$ cat src/rtl/wb_stage_lq.sv
// Writeback stage: registered EX/WB slot for non-memory results plus an in-order pending-memory queue (LQ).
// Latency: OTHER writes RF one cycle after acceptance; LOAD/STORE retire in the cycle the LSU responds.
// Backpressure: ex_ready_o drops for OTHER while the LQ is non-empty and for memory ops while the LQ is full.
// Optional feature macro: WB_PERF_CNT_EN adds minstret_o / mcompressed_o retire counters.
module wb_stage_lq #(
    parameter int DATA_W     = 32,
    parameter int REG_ADDR_W = 5,
    parameter int PC_W       = 32,
    parameter int LQ_DEPTH   = 2
) (
    input  logic                          clk_i,
    input  logic                          rst_i,
    input  logic                          ex_valid_i,
    output logic                          ex_ready_o,
    input  logic [1:0]                    ex_type_i,
    input  logic [REG_ADDR_W-1:0]         ex_rf_waddr_i,
    input  logic [DATA_W-1:0]             ex_rf_wdata_i,
    input  logic                          ex_rf_we_i,
    input  logic [PC_W-1:0]               ex_pc_i,
    input  logic                          ex_compressed_i,
    input  logic                          ex_perf_count_i,
    input  logic                          lsu_resp_valid_i,
    input  logic                          lsu_resp_err_i,
    input  logic [DATA_W-1:0]             lsu_rdata_i,
    output logic                          rf_we_o,
    output logic [REG_ADDR_W-1:0]         rf_waddr_o,
    output logic [DATA_W-1:0]             rf_wdata_o,
    output logic                          retire_o,
    output logic                          retire_compressed_o,
    output logic [PC_W-1:0]               retire_pc_o,
    output logic                          lsu_err_o,
    output logic [$clog2(LQ_DEPTH):0]     lq_count_o,
    output logic                          idle_o
`ifdef WB_PERF_CNT_EN
    ,
    output logic [63:0]                   minstret_o,
    output logic [31:0]                   mcompressed_o
`endif
);

    localparam int PTR_W = (LQ_DEPTH > 1) ? $clog2(LQ_DEPTH) : 1;
    localparam int CNT_W = $clog2(LQ_DEPTH) + 1;

    typedef struct packed {
        logic [REG_ADDR_W-1:0] waddr;
        logic                  we;
        logic [PC_W-1:0]       pc;
        logic                  comp;
        logic                  perf;
    } lq_ent_t;

    // EX/WB slot for non-memory instructions
    logic                  slot_vld_q,   slot_vld_d;
    logic                  slot_we_q,    slot_we_d;
    logic [REG_ADDR_W-1:0] slot_waddr_q, slot_waddr_d;
    logic [DATA_W-1:0]     slot_wdata_q, slot_wdata_d;
    logic [PC_W-1:0]       slot_pc_q,    slot_pc_d;
    logic                  slot_comp_q,  slot_comp_d;
    logic                  slot_perf_q,  slot_perf_d;

    // Pending memory queue
    lq_ent_t               lq_q [LQ_DEPTH];
    lq_ent_t               lq_d [LQ_DEPTH];
    logic [PTR_W-1:0]      wr_ptr_q, wr_ptr_d;
    logic [PTR_W-1:0]      rd_ptr_q, rd_ptr_d;
    logic [CNT_W-1:0]      count_q,  count_d;

    logic    is_mem, is_load, accept, push, pop, pop_ok, pop_err;
    lq_ent_t head;

    // Handshake and queue control; type 3 decodes as OTHER
    always_comb begin
        is_load = (ex_type_i == 2'd1);
        is_mem  = is_load || (ex_type_i == 2'd2);
        if (rst_i) begin
            ex_ready_o = 1'b1;
        end else if (is_mem) begin
            ex_ready_o = (count_q < CNT_W'(LQ_DEPTH));
        end else begin
            ex_ready_o = (count_q == '0);
        end
        accept  = ex_valid_i && ex_ready_o && !rst_i;
        push    = accept && is_mem;
        pop     = lsu_resp_valid_i && (count_q != '0) && !rst_i;
        pop_ok  = pop && !lsu_resp_err_i;
        pop_err = pop && lsu_resp_err_i;
        head    = lq_q[rd_ptr_q];
    end

    // Next-state for slot, queue storage, pointers and occupancy
    always_comb begin
        slot_vld_d   = accept && !is_mem;
        slot_we_d    = ex_rf_we_i;
        slot_waddr_d = ex_rf_waddr_i;
        slot_wdata_d = ex_rf_wdata_i;
        slot_pc_d    = ex_pc_i;
        slot_comp_d  = ex_compressed_i;
        slot_perf_d  = ex_perf_count_i;

        lq_d     = lq_q;
        wr_ptr_d = wr_ptr_q;
        rd_ptr_d = rd_ptr_q;
        count_d  = count_q;
        if (push) begin
            lq_d[wr_ptr_q] = '{waddr: ex_rf_waddr_i, we: ex_rf_we_i && is_load, pc: ex_pc_i,
                               comp: ex_compressed_i, perf: ex_perf_count_i};
            wr_ptr_d = (wr_ptr_q == PTR_W'(LQ_DEPTH - 1)) ? '0 : wr_ptr_q + 1'b1;
        end
        if (pop) begin
            rd_ptr_d = (rd_ptr_q == PTR_W'(LQ_DEPTH - 1)) ? '0 : rd_ptr_q + 1'b1;
        end
        if (push && !pop) begin
            count_d = count_q + 1'b1;
        end else if (pop && !push) begin
            count_d = count_q - 1'b1;
        end
    end

    // RF write and retire outputs; slot and LQ pop are mutually exclusive by construction
    always_comb begin
        rf_we_o             = 1'b0;
        rf_waddr_o          = '0;
        rf_wdata_o          = '0;
        retire_o            = 1'b0;
        retire_compressed_o = 1'b0;
        retire_pc_o         = '0;
        lsu_err_o           = 1'b0;
        if (!rst_i && slot_vld_q) begin
            rf_we_o             = slot_we_q;
            rf_waddr_o          = slot_we_q ? slot_waddr_q : '0;
            rf_wdata_o          = slot_we_q ? slot_wdata_q : '0;
            retire_o            = slot_perf_q;
            retire_compressed_o = slot_perf_q && slot_comp_q;
            retire_pc_o         = slot_pc_q;
        end else if (pop) begin
            retire_pc_o = head.pc;
            lsu_err_o   = pop_err;
            if (pop_ok) begin
                rf_we_o             = head.we;
                rf_waddr_o          = head.we ? head.waddr : '0;
                rf_wdata_o          = head.we ? lsu_rdata_i : '0;
                retire_o            = head.perf;
                retire_compressed_o = head.perf && head.comp;
            end
        end
        lq_count_o = rst_i ? '0 : count_q;
        idle_o     = rst_i || (!slot_vld_q && (count_q == '0));
    end

    // State registers with synchronous reset
    always_ff @(posedge clk_i) begin
        if (rst_i) begin
            slot_vld_q   <= 1'b0;
            slot_we_q    <= 1'b0;
            slot_waddr_q <= '0;
            slot_wdata_q <= '0;
            slot_pc_q    <= '0;
            slot_comp_q  <= 1'b0;
            slot_perf_q  <= 1'b0;
            for (int i = 0; i < LQ_DEPTH; i++) begin
                lq_q[i] <= '0;
            end
            wr_ptr_q <= '0;
            rd_ptr_q <= '0;
            count_q  <= '0;
        end else begin
            slot_vld_q   <= slot_vld_d;
            slot_we_q    <= slot_we_d;
            slot_waddr_q <= slot_waddr_d;
            slot_wdata_q <= slot_wdata_d;
            slot_pc_q    <= slot_pc_d;
            slot_comp_q  <= slot_comp_d;
            slot_perf_q  <= slot_perf_d;
            lq_q         <= lq_d;
            wr_ptr_q     <= wr_ptr_d;
            rd_ptr_q     <= rd_ptr_d;
            count_q      <= count_d;
        end
    end

`ifdef WB_PERF_CNT_EN
    logic [63:0] minstret_q, minstret_d;
    logic [31:0] mcomp_q,    mcomp_d;

    // Retire counters, wrapping silently
    always_comb begin
        minstret_d = minstret_q + (retire_o ? 64'd1 : 64'd0);
        mcomp_d    = mcomp_q + (retire_compressed_o ? 32'd1 : 32'd0);
    end

    // Counter registers
    always_ff @(posedge clk_i) begin
        if (rst_i) begin
            minstret_q <= '0;
            mcomp_q    <= '0;
        end else begin
            minstret_q <= minstret_d;
            mcomp_q    <= mcomp_d;
        end
    end

    assign minstret_o    = minstret_q;
    assign mcompressed_o = mcomp_q;
`endif

endmodule

$ cat config.mk
export PLATFORM = sky130hd
export DESIGN_NAME = wb_stage_lq
export DESIGN_NICKNAME = d
export VERILOG_FILES = /design/src/rtl/wb_stage_lq.sv
export SDC_FILE = /design/constraint.sdc
export NUM_CORES = 1
export LEC_CHECK = 0
export CORE_ASPECT_RATIO = 0.7
export CORE_MARGIN = 2
export CORE_UTILIZATION = 47
export DETAILED_ROUTE_END_ITERATION = 8
export PLACE_DENSITY = 0.82
export SYNTH_ARGS = -nofsm -noshare
export SYNTH_HDL_FRONTEND = slang
export SYNTH_SLANG_ARGS = --single-unit
$ cat constraint.sdc
create_clock -name clk_i -period 2.9 [get_ports clk_i]
set_input_delay 0.435 -clock clk_i [delete_from_list [all_inputs] [get_ports clk_i]]
set_output_delay 0.435 -clock clk_i [all_outputs]
set_load 0.02 [all_outputs]
==> impl_metrics.tcl <==
set metrics [dict create \
    cts_tree "done" \
    clk_latency_ns 0.42 \
    htree_levels 4 \
    synth-seq-cells 157 \
    hold_path_end "lq_q[50]" \
    vias 5861 \
    rows 35 \
    die_area_um2 14600 \
    vdd_drop_max_uv 364 \
    first_pass_iters 4 \
    drt-met1-wl_mm 7.86 \
    ant_nets 0 \
    crit_buf_inv 4 \
    dp_hpwl_mm 11.2 \
    synth_nets 843 \
    grt_first_pass_wirelength_mm 27.2 \
    initial_core_util 0.484 \
    hp-start "lq_q[50]" \
    worstSetupPathType "in2out" \
    fin_worst_skew_ns 0.00777 \
    hold_class "reg2reg" \
    p_leak_nw 3.62 \
    numCtsBuffers 17 \
    crit_family "buffers and inverters" \
    cp-end-kind "output port" \
    remaining_drc_errors 0 \
    fin_nets 1004 \
    dr_wl_met2_mm 8.47 \
    core_area_um2 13300 \
    fmax_mhz 349 \
    clkTransAtPathRegs_ns 0.06 \
    syn2layout_area_growth_pct 39.7 \
    critPathLaunchType "input port" \
    worstPathMaxFanout 16 \
    dp.cells 1055 \
    rr_worst_depth 5 \
    die_h_um 102 \
    final_common_cell "dfxtp_1" \
    hold_viol 0 \
    maxSlewViolCount 0 \
    finalSetupTns_ns 0 \
    syn-cell-area_um2 6420 \
    ys_warn_count 0 \
    yosysSeqAreaShare 0.489 \
    ios 188 \
    yosysUniqueCellTypes 30 \
    crit_path_top_delay_cell "clkdlybuf4s50_1" \
    cp_cell_sequence "clkdlybuf4s50_1 > or2_2 > nor4_4 > buf_4 > bufbuf_16 > a22o_1 > clkdlybuf4s15_2" \
    timing.final.crit_share 0.989 \
    port_buffers 187 \
    wire_per_inst_um 16.1 \
    wl_met3_um 931 \
    fill_cells 1095 \
    status "completed" \
    fin_crit_ns 2.87 \
    root_buffer "clkbuf_16" \
    instances_no_fill 1089 \
    cts_buffer_depth 2 \
    crit_arrival_ns 2.43 \
    diodes 0 \
    finalSetupViolations 0 \
    topRoutingLayerUsed "met4" \
    r2r_slack_ns 0.81 \
    max-cap-violations 0 \
    antenna_found_initial 0 \
    max_stage_delay_ns 0.46 \
    power_density_nw_per_um2 562 \
    syn_area_per_cell_um2 8.80 \
    vias_per_cell 5.38 \
    wl_mm 17.5 \
    r2r-end "count_q[1]" \
    grt_overflow 0 \
    grt_max_degree 82 \
    fin_total_pwr_mw 5.04 \
    rsz0062_at_grt "false" \
    whs_ns 0.472 \
    worstMarginPinSlew_ns 0.764 \
    layout_common_cells "dfxtp_1 (155), clkdlybuf4s50_1 (120), o21ai_0 (94), nand3_1 (83), a21oi_1 (83)" \
    r2r_start "count_q[1]" \
    routabilityCongestion 0.776 \
    grt.total_usage 0.237 \
    grt_pass1_vias 5369 \
    required_ns 2.47 \
    fp.dieW_um 144 \
    synth_cells 730 \
    drtIter0Drc 343 \
    min_path_cells 2 \
    drive_gt1_frac 0.0962 \
    clock-sinks 157 \
    slew_headroom 0.491 \
]
## cell families (layout without fill, tap and decap cells)
logic type	after synthesis	in the layout	synth area share
xor+xnor	3	3	0.00409
fa+ha+maj	2	2	0.00390
mux	33	33	0.0514
simple gates	217	217	0.179
compound gates	242	242	0.213
buf+inv	76	250	0.0588
flops	157	157	0.489
## worst max path at each step
stage,start,end,slack (ns),depth (start not counted)
floorplan,ex_type_i[1],count_q[1],0.45,9
finish,lsu_resp_err_i,rf_wdata_o[7],0.03,7
global placement,lsu_resp_err_i,rf_wdata_o[0],-0.04,6
global route,lsu_resp_err_i,rf_wdata_o[7],0.01,7
detailed placement,lsu_resp_valid_i,retire_pc_o[19],-0.1,6
CTS,lsu_resp_err_i,rf_wdata_o[19],0.00006,7
## through the flow
step | setup slack, ns | utilization | area [µm²]
final | 0.0319 | 0.676 | 8970
after global routing | 0.0120 | 0.676 | 8970
after CTS | 0.0000604 | 0.678 | 8990
after detailed placement | -0.0952 | 0.635 | 8420
after global placement | -0.0419 | 0.635 | 8420
after floorplan | 0.454 | - | 6420
## what timing repair did
action | CTS | global route
gates resized for setup | 60 | 39
buffers inserted | 1 | 0
setup endpoints to repair | 46 | 36
gates cloned | 1 | 0
hold buffers | 0 | 0
## worst reg2reg max path: stages, from the launching register on
cell and delay [ns]:
dfxtp_1 0.34, or4b_2 0.77, inv_8 0.10, ha_1 0.24, or4_1 0.50, nand2_1 0.08
## power breakdown
part           total, mW  switching, mW  internal, mW
clock network       2.12          0.888          1.23
logic              0.634          0.332         0.302
registers           2.29         0.0401          2.25
## state kept, by name (all words and copies together) (netlist names)
signal / flops
slot_waddr_q: 5
slot_vld_q: 1
slot_comp_q: 1
lq_q: 80
count_q: 2
slot_pc_q: 32
rd_ptr_q: 1
slot_wdata_q: 32
slot_perf_q: 1
wr_ptr_q: 1
slot_we_q: 1
## Yosys cell counts
cell	count	area, µm²
or3_1	1	6.26
o21ai_0	95	475
clkbuf_1	48	180
o21ai_2	1	8.76
buf_1	1	3.75
a32o_1	2	20.0
buf_6	9	101
mux2i_1	33	330
o21ai_1	23	115
nor2b_1	76	475
or4b_1	1	10.0
inv_1	3	11.3
xor2_1	3	26.3
ha_1	2	25.0
o31ai_1	1	7.51
nand2_1	41	154
inv_8	1	11.3
nand4_1	2	12.5
nand3_1	83	415
or2_2	3	18.8
nor3_1	3	15.0
dfxtp_1	157	3140
a21oi_1	83	415
buf_2	14	70.1
nor4_2	1	12.5
a22o_1	37	324
or4_1	1	7.51
nand3b_1	1	7.51
nor2_1	3	11.3
and2_1	1	6.26
## metal layers
layer  vias to the layer above  GRT usage
met5                         -          0
li1                       2884          -
met1                      2781      0.323
met3                        21     0.0454
met4                         0     0.0799
met2                       175      0.379
## area by class of cell
class	instances	area, µm²	share of cell area
multi-input combinational	497	2920	0.325
timing repair buffer	214	2090	0.232
tap	185	231	0.0258
clock buffer	19	453	0.0505
clock inverter	13	116	0.0130
inverter	4	22.5	0.00251
sequential	157	3150	0.351
Note: power is estimated with default switching activity, not from simulation.
